<file path="src/rtl/game_pkg.sv">
// Shared constants and types for the game's player/obstacle logic.
// Holds the colours, screen geometry and the collision FSM state encoding.
package game_pkg;

   localparam logic [11:0] OBSTACLE_RGB    = 12'hfff;
   localparam logic [11:0] BLINK_RGB       = 12'hf00;
   localparam logic [11:0] PLAYER_RGB      = 12'h0f0;
   localparam int          PLAYER_BOX      = 20;
   localparam int          SCREEN_H_ACTIVE = 1024;
   localparam int          SCREEN_V_ACTIVE = 768;

   typedef enum logic [1:0] {
      ST_IDLE   = 2'd0,
      ST_ARMED  = 2'd1,
      ST_INVULN = 2'd2,
      ST_DEAD   = 2'd3
   } coll_state_e;

endpackage

</file>
<file path="src/rtl/box_hit_test.sv">
// Combinational test: is the current pixel inside a square box anchored at (box_x, box_y)?
// Sums are 13 bits wide so a box near the right/bottom edge never wraps to zero.
module box_hit_test #(
   parameter int BOX_SIZE = 20
) (
   input  logic [11:0] hcount_i,
   input  logic [11:0] vcount_i,
   input  logic [11:0] box_x_i,
   input  logic [11:0] box_y_i,
   output logic        in_box_o
);

   logic [12:0] x_end;
   logic [12:0] y_end;
   logic        in_x;
   logic        in_y;

   assign x_end = {1'b0, box_x_i} + 13'(BOX_SIZE - 1);
   assign y_end = {1'b0, box_y_i} + 13'(BOX_SIZE - 1);

   assign in_x = (hcount_i >= box_x_i) && ({1'b0, hcount_i} <= x_end);
   assign in_y = (vcount_i >= box_y_i) && ({1'b0, vcount_i} <= y_end);

   assign in_box_o = in_x && in_y;

endmodule

</file>
<file path="src/rtl/obstacle_collision_detector.sv">
// Accumulates obstacle/player overlap over a frame, decides hits at frame end and
// manages lives, immunity and game over; also forwards the pixel stream with one cycle of delay.
module obstacle_collision_detector
   import game_pkg::*;
#(
   parameter logic [11:0] OBSTACLE_COLOR = OBSTACLE_RGB,
   parameter int          PLAYER_SIZE    = PLAYER_BOX,
   parameter int          LIVES_INIT     = 3,
   parameter int          INVULN_FRAMES  = 60,
   parameter int          V_ACTIVE       = SCREEN_V_ACTIVE,
   parameter logic [11:0] BLINK_COLOR    = BLINK_RGB
) (
   input  logic        pclk,
   input  logic        rst,
   input  logic [11:0] vcount_in,
   input  logic [11:0] hcount_in,
   input  logic [11:0] rgb_in,
   input  logic [11:0] player_x,
   input  logic [11:0] player_y,
   input  logic        game_on,
   output logic [11:0] rgb_out,
   output logic        hit,
   output logic [1:0]  lives,
   output logic        invulnerable,
   output logic        game_over,
   output logic [1:0]  state_dbg
);

   localparam logic [1:0] LIVES_LOAD = 2'(LIVES_INIT);
   localparam logic [7:0] CNT_LAST   = 8'(INVULN_FRAMES - 1);

   coll_state_e state_q;
   logic [11:0] rgb_q;
   logic        hit_q;
   logic [1:0]  lives_q;
   logic        inv_q;
   logic        go_q;
   logic        flag_q;
   logic        flag_d;
   logic [7:0]  cnt_q;

   logic        in_box;
   logic        eval;
   logic        overlap;
   logic        frame_hit;
   logic        blink;

   box_hit_test #(
      .BOX_SIZE (PLAYER_SIZE)
   ) u_box (
      .hcount_i (hcount_in),
      .vcount_i (vcount_in),
      .box_x_i  (player_x),
      .box_y_i  (player_y),
      .in_box_o (in_box)
   );

   assign eval    = (hcount_in == 12'd0) && (vcount_in == 12'(V_ACTIVE));
   assign overlap = in_box && (rgb_in == OBSTACLE_COLOR) &&
                    ((state_q == ST_ARMED) || (state_q == ST_INVULN));
   // Overlap on the eval cycle itself still belongs to the frame being judged.
   assign frame_hit = eval && (flag_q || overlap);
   assign flag_d    = eval ? 1'b0 : (flag_q || overlap);
   assign blink     = in_box && inv_q && cnt_q[2];

   always_ff @(posedge pclk) begin
      if (!rst) begin
         state_q <= ST_IDLE;
         rgb_q   <= '0;
         hit_q   <= 1'b0;
         lives_q <= LIVES_LOAD;
         inv_q   <= 1'b0;
         go_q    <= 1'b0;
         flag_q  <= 1'b0;
         cnt_q   <= '0;
      end else begin
         rgb_q  <= blink ? BLINK_COLOR : rgb_in;
         hit_q  <= 1'b0;
         flag_q <= flag_d;
         case (state_q)
            ST_IDLE: begin
               if (game_on) begin
                  state_q <= ST_ARMED;
                  lives_q <= LIVES_LOAD;
                  flag_q  <= 1'b0;
               end
            end
            ST_ARMED: begin
               if (!game_on) begin
                  state_q <= ST_IDLE;
                  inv_q   <= 1'b0;
               end else if (frame_hit && (lives_q != 2'd0)) begin
                  hit_q   <= 1'b1;
                  lives_q <= lives_q - 2'd1;
                  if (lives_q == 2'd1) begin
                     state_q <= ST_DEAD;
                     go_q    <= 1'b1;
                  end else begin
                     state_q <= ST_INVULN;
                     cnt_q   <= '0;
                     inv_q   <= 1'b1;
                  end
               end
            end
            ST_INVULN: begin
               if (!game_on) begin
                  state_q <= ST_IDLE;
                  inv_q   <= 1'b0;
               end else if (eval) begin
                  cnt_q <= cnt_q + 8'd1;
                  if (cnt_q == CNT_LAST) begin
                     state_q <= ST_ARMED;
                     inv_q   <= 1'b0;
                  end
               end
            end
            ST_DEAD: begin
               lives_q <= 2'd0;
               if (!game_on) begin
                  state_q <= ST_IDLE;
                  go_q    <= 1'b0;
               end
            end
            default: state_q <= ST_IDLE;
         endcase
      end
   end

   assign rgb_out      = rgb_q;
   assign hit          = hit_q;
   assign lives        = lives_q;
   assign invulnerable = inv_q;
   assign game_over    = go_q;
   assign state_dbg    = state_q;

endmodule

</file>
<file path="config.mk">
export PLATFORM = sky130hd
export DESIGN_NAME = obstacle_collision_detector
export DESIGN_NICKNAME = d
export VERILOG_FILES = /design/src/rtl/game_pkg.sv /design/src/rtl/box_hit_test.sv /design/src/rtl/obstacle_collision_detector.sv
export SDC_FILE = /design/constraint.sdc
export NUM_CORES = 1
export LEC_CHECK = 0
export ABC_AREA = 1
export CAP_MARGIN = 5
export CORE_MARGIN = 2
export CORE_UTILIZATION = 40
export DETAILED_ROUTE_END_ITERATION = 12
export PLACE_DENSITY_LB_ADDON = 0.12
export SYNTH_ARGS = -nofsm -noshare
export SYNTH_HDL_FRONTEND = slang
export SYNTH_SLANG_ARGS = --single-unit
</file>
<file path="constraint.sdc">
create_clock -name pclk -period 6.54 [get_ports pclk]
set_input_delay 0.981 -clock pclk [delete_from_list [all_inputs] [get_ports pclk]]
set_output_delay 0.981 -clock pclk [all_outputs]
set_load 0.02 [all_outputs]
</file>
==> summary.txt, run 1 <==
Timing
  • Final period util: 0.5963
  • RSZ-0062 raised after global routing: false
  • Final count of negative-setup-slack endpoints: 0
  • Clock period minus final worst setup slack: ~3.9 ns
  • Final Skew: roughly 0.0056 ns
  • Slew headroom: 0.5451
  • Final Hold Viols: 0
  • Max Clk Rate: 0.2564 GHz
  • Final setup TNS: 0 ns
  • Slew @ Worst Pin: a little under 0.7 ns
  • Slew Limit Fails: 0

Global route
  • Initial antenna violation count: 0
  • Overall routing resource usage: 0.1839
  • First-pass GRT wire length: between 10 and 15 mm
  • Largest net degree at the start of global routing: 18
  • Vias in the first global route: approximately 3000
  • Remaining Overflow, GRT: 0

Yosys
  • #FFs+latches synth: 28
  • Ys Warns: 0
  • Synth Net Count: around 600
  • Seq/Total Area, Yosys: 0.1764
  • Avg Cell Area, Syn: approximately 6.5 um^2
  • Netlist Area Pre-Place: between 3000 and 4000 um^2
  • Post-synthesis cell count: between 400 and 500
  • Yosys cell types: 31

Floorplanning
  • Initial Util: 0.4111
  • Die width: between 90 and 100 um
  • Core area: 7727 um^2
  • Ports: 82
  • Total die area: 8670 um^2
  • Die H: about 93 um
  • Std-Cell Rows: 32

Route
  • 1st-iter DRT viols: approximately 110
  • Drt total wl: between 7 and 8 mm
  • Vias/cell: about 4.7
  • Antenna-violating nets left: 0
  • Via Count: between 3000 and 4000
  • DRC: 0
  • DRT Pass-1 Iters: 4
  • Avg WL per Cell: ~12 um

Power and ir drop
  • Pwr dens: 211.4 nW/um^2
  • Leak: 0.002144 uW
  • Total Power: between 800 and 900 uW
  • Peak VDD IR: ~0.18 mV

Worst setup path
  • CP most frequent cell: nand2_1
  • Worst Setup Start Kind: primary input
  • Family with the most delay on the worst path: simple AND/OR/NAND/NOR gates
  • Crit-path max FO: 16
  • Worst path cell trace: clkdlybuf4s50_1 -> inv_1 -> a21oi_1 -> nand2_1 -> nand2_1 -> nand2_1 -> nor2_1 -> nand4_1 -> xor2_1 -> ha_1 -> nand3_1 -> nor3_1 -> nand3_1 -> nand2_1 -> nand4_1 -> nand2_2 -> nand3_2 -> nand2_4 -> nand2_1 -> nand2_1 -> nand2_1 -> nor2_1
  • Crit. End Element: flop
  • Slowest CP cell: clkdlybuf4s50_1
  • Critical path's largest stage delay: 0.53 ns
  • Data required, critical path: a little under 7 ns
  • Buf/Inv on CP: 2
  • Data arrival, critical path: between 4 and 5 ns
  • Kind of critical path: primary input to flop

Place
  • Dpl hpwl: 6.505 mm
  • PortBufs: 81
  • Area post-placement: roughly 4100 um^2
  • GP Congestion: 1.002

Cells and area
  • Area Growth Syn to Fin: 30.68%
  • Final #Nets: between 600 and 700
  • Post-route cell area: around 4200 um^2
  • # fillers: between 700 and 800
  • Antenna diodes: 0
  • Share of layout cells above drive strength 1: 0.03497

Hold path
  • Worst Hold Class: flop to flop

Clocking
  • Clock tree buffer depth: 2
  • CTS Root Buffer Type: clkbuf_8
  • Clk slew on worst S/H paths: 0.10 ns
  • Clock sink count: 28
  • Worst skew pair latency: around 0.28 ns
  • PostCTS Resize Cnt: 0
  • H-tree depth: 1
  • Number of buffers created by CTS: 3
  • Hold_buf cts: 0
  • Post-CTS Setup Repair Bufs: 0
  • CTS tree: built

Run status
  • Status: complete, no violations

Job
  • Max Cap Viol: 0
-- cells in the mapped netlist (all sizes together) --
master / n / area share
and2: 2 / 0.0039
a21o: 2 / 0.0047
nor4: 5 / 0.0098
nand3: 33 / 0.058
buf: 5 / 0.011
nand2: 124 / 0.15
nand4: 12 / 0.026
ha: 58 / 0.23
o211ai: 2 / 0.0047
nor2: 57 / 0.072
and3: 1 / 0.0020
o21ai: 6 / 0.0095
inv: 88 / 0.10
a211oi: 1 / 0.0024
a21oi: 35 / 0.056
o2111a: 1 / 0.0035
xor2: 19 / 0.052
nor3: 10 / 0.016
o21bai: 3 / 0.0071
dfxtp: 28 / 0.18
-- cell type report --
cell class	instances	area [um^2]	share of cell area
Sequential cell	28	560.5	0.1350
Clock inverter	1	30.03	0.007233
Clock buffer	3	41.29	0.009946
Timing Repair Buffer	81	810.8	0.1953
Tap cell	102	127.6	0.03074
Inverter	88	330.3	0.07957
Multi-Input combinational cell	371	2251	0.5422
-- worst paths after layout --
kind / startpoint / endpoint / slack, ns / cells after the start
hold / removal: game_over / game_over / 0.47 / 2
hold reg to reg: game_over / game_over / 0.47 / 2
setup reg to reg: state_dbg[1] / cnt_q[0] / 4.40 / 12
setup / recovery: player_y[2] / cnt_q[0] / 2.64 / 22
-- per-stage QoR --
step                      hold WS, ns  setup slack, ns  std cells    util
after floorplan                0.4743            3.228        492       -
after global placement         0.4635            2.348        670  0.5280
after detailed placement       0.4591            2.316        670  0.5280
after CTS                      0.4758            2.626        674  0.5372
after global routing           0.5039            2.208        674  0.5372
final                          0.4736            2.640        674  0.5372
-- kinds of logic after synthesis --
kind of cell / share of synthesized area
AO/OA/AOI/OAI: 0.08822
XOR/XNOR: 0.05238
adder cells (fa/ha/maj): 0.2284
buffers and inverters: 0.1150
flip-flops: 0.1764
AND/OR/NAND/NOR: 0.3395
-- cells in the final DEF (no fill, tap or decap), drive strengths merged --
master	count
o21ai	6
and3	1
nor2	57
a21oi	35
nor4	5
nand4	12
bufinv	1
nand3	33
o211ai	2
nand2	124
a21o	2
clkdlybuf4s50	81
dfxtp	28
clkbuf	3
xor2	19
o21bai	3
and2	2
ha	58
o2111a	1
nor3	10
inv	88
a211oi	1
-- per-layer routing --
layer / GRT usage / part of all wire / vias up / wire (um)
met4: 0.02451 / 0.0038 / 0 / 30
met3: 0.03062 / 0.038 / 4 / 295
met1: 0.2441 / 0.50 / 1392 / 3878
met5: 0 / 0 / - / 0
li1: - / - / 1737 / -
met2: 0.3213 / 0.46 / 54 / 3602
-- sequential cells by signal (all words and copies together) (netlist names) --
signal / cells
flag_q: 1
lives: 2
state_dbg: 2
hit: 1
invulnerable: 1
game_over: 1
rgb_out: 12
cnt_q: 8
-- where the power goes --
part	switching (uW)	internal (uW)
clock	58.8	82.1
combinational	280	204
sequential	40.3	212
total	379	499
-- tightest hold or removal path, delay by kind of cell (launching register included) --
kind | cells | cell delay (ns)
flops | 1 | 0.33
buf+inv | 1 | 0.07
compound gates | 1 | 0.05
Note: power is estimated with default switching activity, not from simulation.
==> run 2, diff against run 1 <==
==> constraint.sdc (replaced) <==
create_clock -name pclk -period 3.5 [get_ports pclk]
set_input_delay 0.525 -clock pclk [delete_from_list [all_inputs] [get_ports pclk]]
set_output_delay 0.525 -clock pclk [all_outputs]
set_load 0.02 [all_outputs]
==> run 2 against run 1 <==
Sequential share of layout area shrank 0.86 points. Via count grew 6.2%. Non-clock buffer count grew 26. Critical path depth grew 2. Final cell count grew 4.0%. Global-route usage grew 0.78 points. Highest routed layer unchanged. Clock skew shrank 0.0020 ns. Sequential power grew 86%. Largest power group unchanged.
==> summary.txt, run 2 (same netlist as run 1, synthesis figures left out) <==
Floorplanning
  • Die width: 93.12 um
  • Core area: 7727 um^2
  • Ports: just over 80
  • Initial Util: 0.4111
  • Die H: between 90 and 100 um
  • Total die area: around 8700 um^2
  • Std-Cell Rows: 32

Worst setup path
  • Reg2reg start: state_dbg[1]
  • Worst path cell trace: clkdlybuf4s50_1 -> inv_2 -> ha_2 -> inv_1 -> nand3_2 -> nand2_2 -> nand2_2 -> nor2_2 -> buf_4 -> xor2_2 -> ha_1 -> nand2_2 -> buf_4 -> nor3_2 -> nand3_1 -> nand2_2 -> nand4_1 -> nand2_2 -> nand3_4 -> nand2_8 -> nand2_2 -> nand2_1 -> nand2_1 -> nor2_1
  • R2R cell count: 12
  • Buf/Inv on CP: 5
  • Worst Setup Start Kind: primary input
  • Kind of critical path: primary input to flop
  • Flop-to-flop setup slack: around 1.3 ns
  • Crit. End Element: flop
  • Slowest CP cell: clkdlybuf4s50_1
  • Data required, critical path: approximately 3.7 ns
  • Crit-path max FO: 8
  • CP most frequent cell: nand2_2
  • Family with the most delay on the worst path: simple AND/OR/NAND/NOR gates
  • Crit path from: player_y[1]
  • Reg2reg end: cnt_q[0]
  • Critical path's largest stage delay: about 0.47 ns
  • Data arrival, critical path: about 3.5 ns

Cells and area
  • Share of layout cells above drive strength 1: 0.1202
  • Final #Nets: ~700
  • Largest register FFs: 12
  • Area Growth Syn to Fin: 39.62%
  • Finished Core Util: 0.5740
  • # fillers: around 740
  • Commonest non-fill, non-tap cell in the layout: nand2_1
  • Commonest cells after routing, fill and taps aside: nand2_1 (112), inv_1 (84), clkdlybuf4s50_1 (80)
  • Antenna diodes: 0

Route
  • DRC: 0
  • DRT Pass-1 Iters: 4
  • Antenna-violating nets left: 0
  • Drt total wl: just over 8 mm
  • Avg WL per Cell: roughly 12 um
  • Via Count: 3384
  • 1st-iter DRT viols: about 90
  • Vias/cell: 4.827

Timing
  • Slew @ Worst Pin: 0.6920 ns
  • Final count of negative-setup-slack endpoints: 0
  • Slew headroom: 0.5372
  • Final Skew: about 0.0035 ns
  • Max Clk Rate: 0.3047 GHz
  • Final Hold Viols: 0
  • Clock period minus final worst setup slack: 3.282 ns
  • Final period util: 0.9378
  • Worst setup margin: 0.2178 ns
  • Slew Limit Fails: 0

Hold path
  • Worst Hold Class: flop to flop
  • Hold path depth: 2
  • Min-Delay Endpoint: game_over
  • Min-Delay Startpoint: game_over

Place
  • PortBufs: 81
  • Setup WS pre-CTS: -0.2659 ns
  • GP Congestion: roughly 0.90
  • Dpl hpwl: 6.822 mm

Clocking
  • H-tree depth: 1
  • Hold_buf cts: 0
  • CTS tree: built
  • Clk slew on worst S/H paths: approximately 0.10 ns
  • Clock sink count: 28
  • CTS Root Buffer Type: clkbuf_8
  • Clock tree buffer depth: 2
  • Worst skew pair latency: around 0.28 ns
  • Number of buffers created by CTS: 3

Global route
  • Initial antenna violation count: 0
  • Largest net degree at the start of global routing: 18
  • Overall routing resource usage: 0.1917
  • Vias in the first global route: about 3200
  • Remaining Overflow, GRT: 0
  • First-pass GRT wire length: ~14 mm

Power and ir drop
  • Pwr dens: ~370 nW/um^2
  • Leak: 0.002273 uW
  • Peak VDD IR: between 0.3 and 0.4 mV

Job
  • Max Cap Viol: 0

Run status
  • Status: complete, no violations
-- run 2: cell types whose count changed in the layout (fill, tap and decap cells not counted), moves of 4 or more --
cell     delta
buf_4      +26
nand2_1     -7
nand2_2     +7
a21oi_1     -4
a21oi_2     +4
nor2_1      -4
nor2_2      +4
-- run 2: layout make-up --
cell class              instances  area [um^2]  area share
inverters                      88        330.3     0.07447
repair buffers                107         1008      0.2274
multi-input cells             372         2354      0.5306
flip-flops and latches         28        560.5      0.1264
well taps                     102        127.6     0.02877
clock buffers                   4        55.05     0.01241
-- run 2: repair_timing --
action,4_1_cts,5_1_grt
endpoints found under the setup margin,0,21
buffers inserted,0,3
resized for setup,0,28
hold endpoints to repair,0,0
-- run 2: per-layer routing --
| metal | up-vias | wire, um | track usage |
|---|---|---|---|
| met1 | 1501 | 3992 | 0.2557 |
| met2 | 68 | 3876 | 0.3309 |
| li1 | 1803 | - | - |
| met3 | 12 | 322 | 0.02579 |
| met5 | - | 0 | 0 |
| met4 | 0 | 80 | 0.03922 |
-- run 2: per-stage QoR --
step / power, uW / cell area, um^2 / TNS (ns) / instances / hold WS, ns
floorplan: 1102 / 3177 / 0 / 492 / 0.4743
detailed placement: 1399 / 4253 / -2.979 / 693 / 0.4528
CTS: 1608 / 4308 / 0 / 697 / 0.4688
global placement: 1380 / 4253 / -1.811 / 693 / 0.4584
finish: 1657 / 4436 / 0 / 701 / 0.4653
global route: 1819 / 4436 / -0.04184 / 701 / 0.5046
-- run 2: how the worst max path moves through the flow --
stage               slack [ns]  cells after the start        to
global placement         -0.18                     22  cnt_q[0]
finish                    0.22                     24  cnt_q[0]
detailed placement       -0.27                     22  cnt_q[0]
global route             -0.03                     28  cnt_q[0]
CTS                       0.02                     22  cnt_q[0]
floorplan                 0.64                     22  cnt_q[5]
-- run 2: where the power goes --
group / internal, uW / total (uW) / switching [uW] / leakage [uW]
combinational: 423 / 981 / 559 / 0.00201
sequential: 397 / 470 / 73.7 / 0.000231
clock: 101 / 205 / 104 / 0.0000288
total: 920 / 1660 / 737 / 0.00227
-- run 2: worst reg2reg max path: cells and delay by family, from the launching register on --
kind | cells | cell delay [ns]
AND/OR/NAND/NOR | 10 | 1.25
flip-flops | 1 | 0.41
buffers and inverters | 1 | 0.13
adder cells (fa/ha/maj) | 1 | 0.35
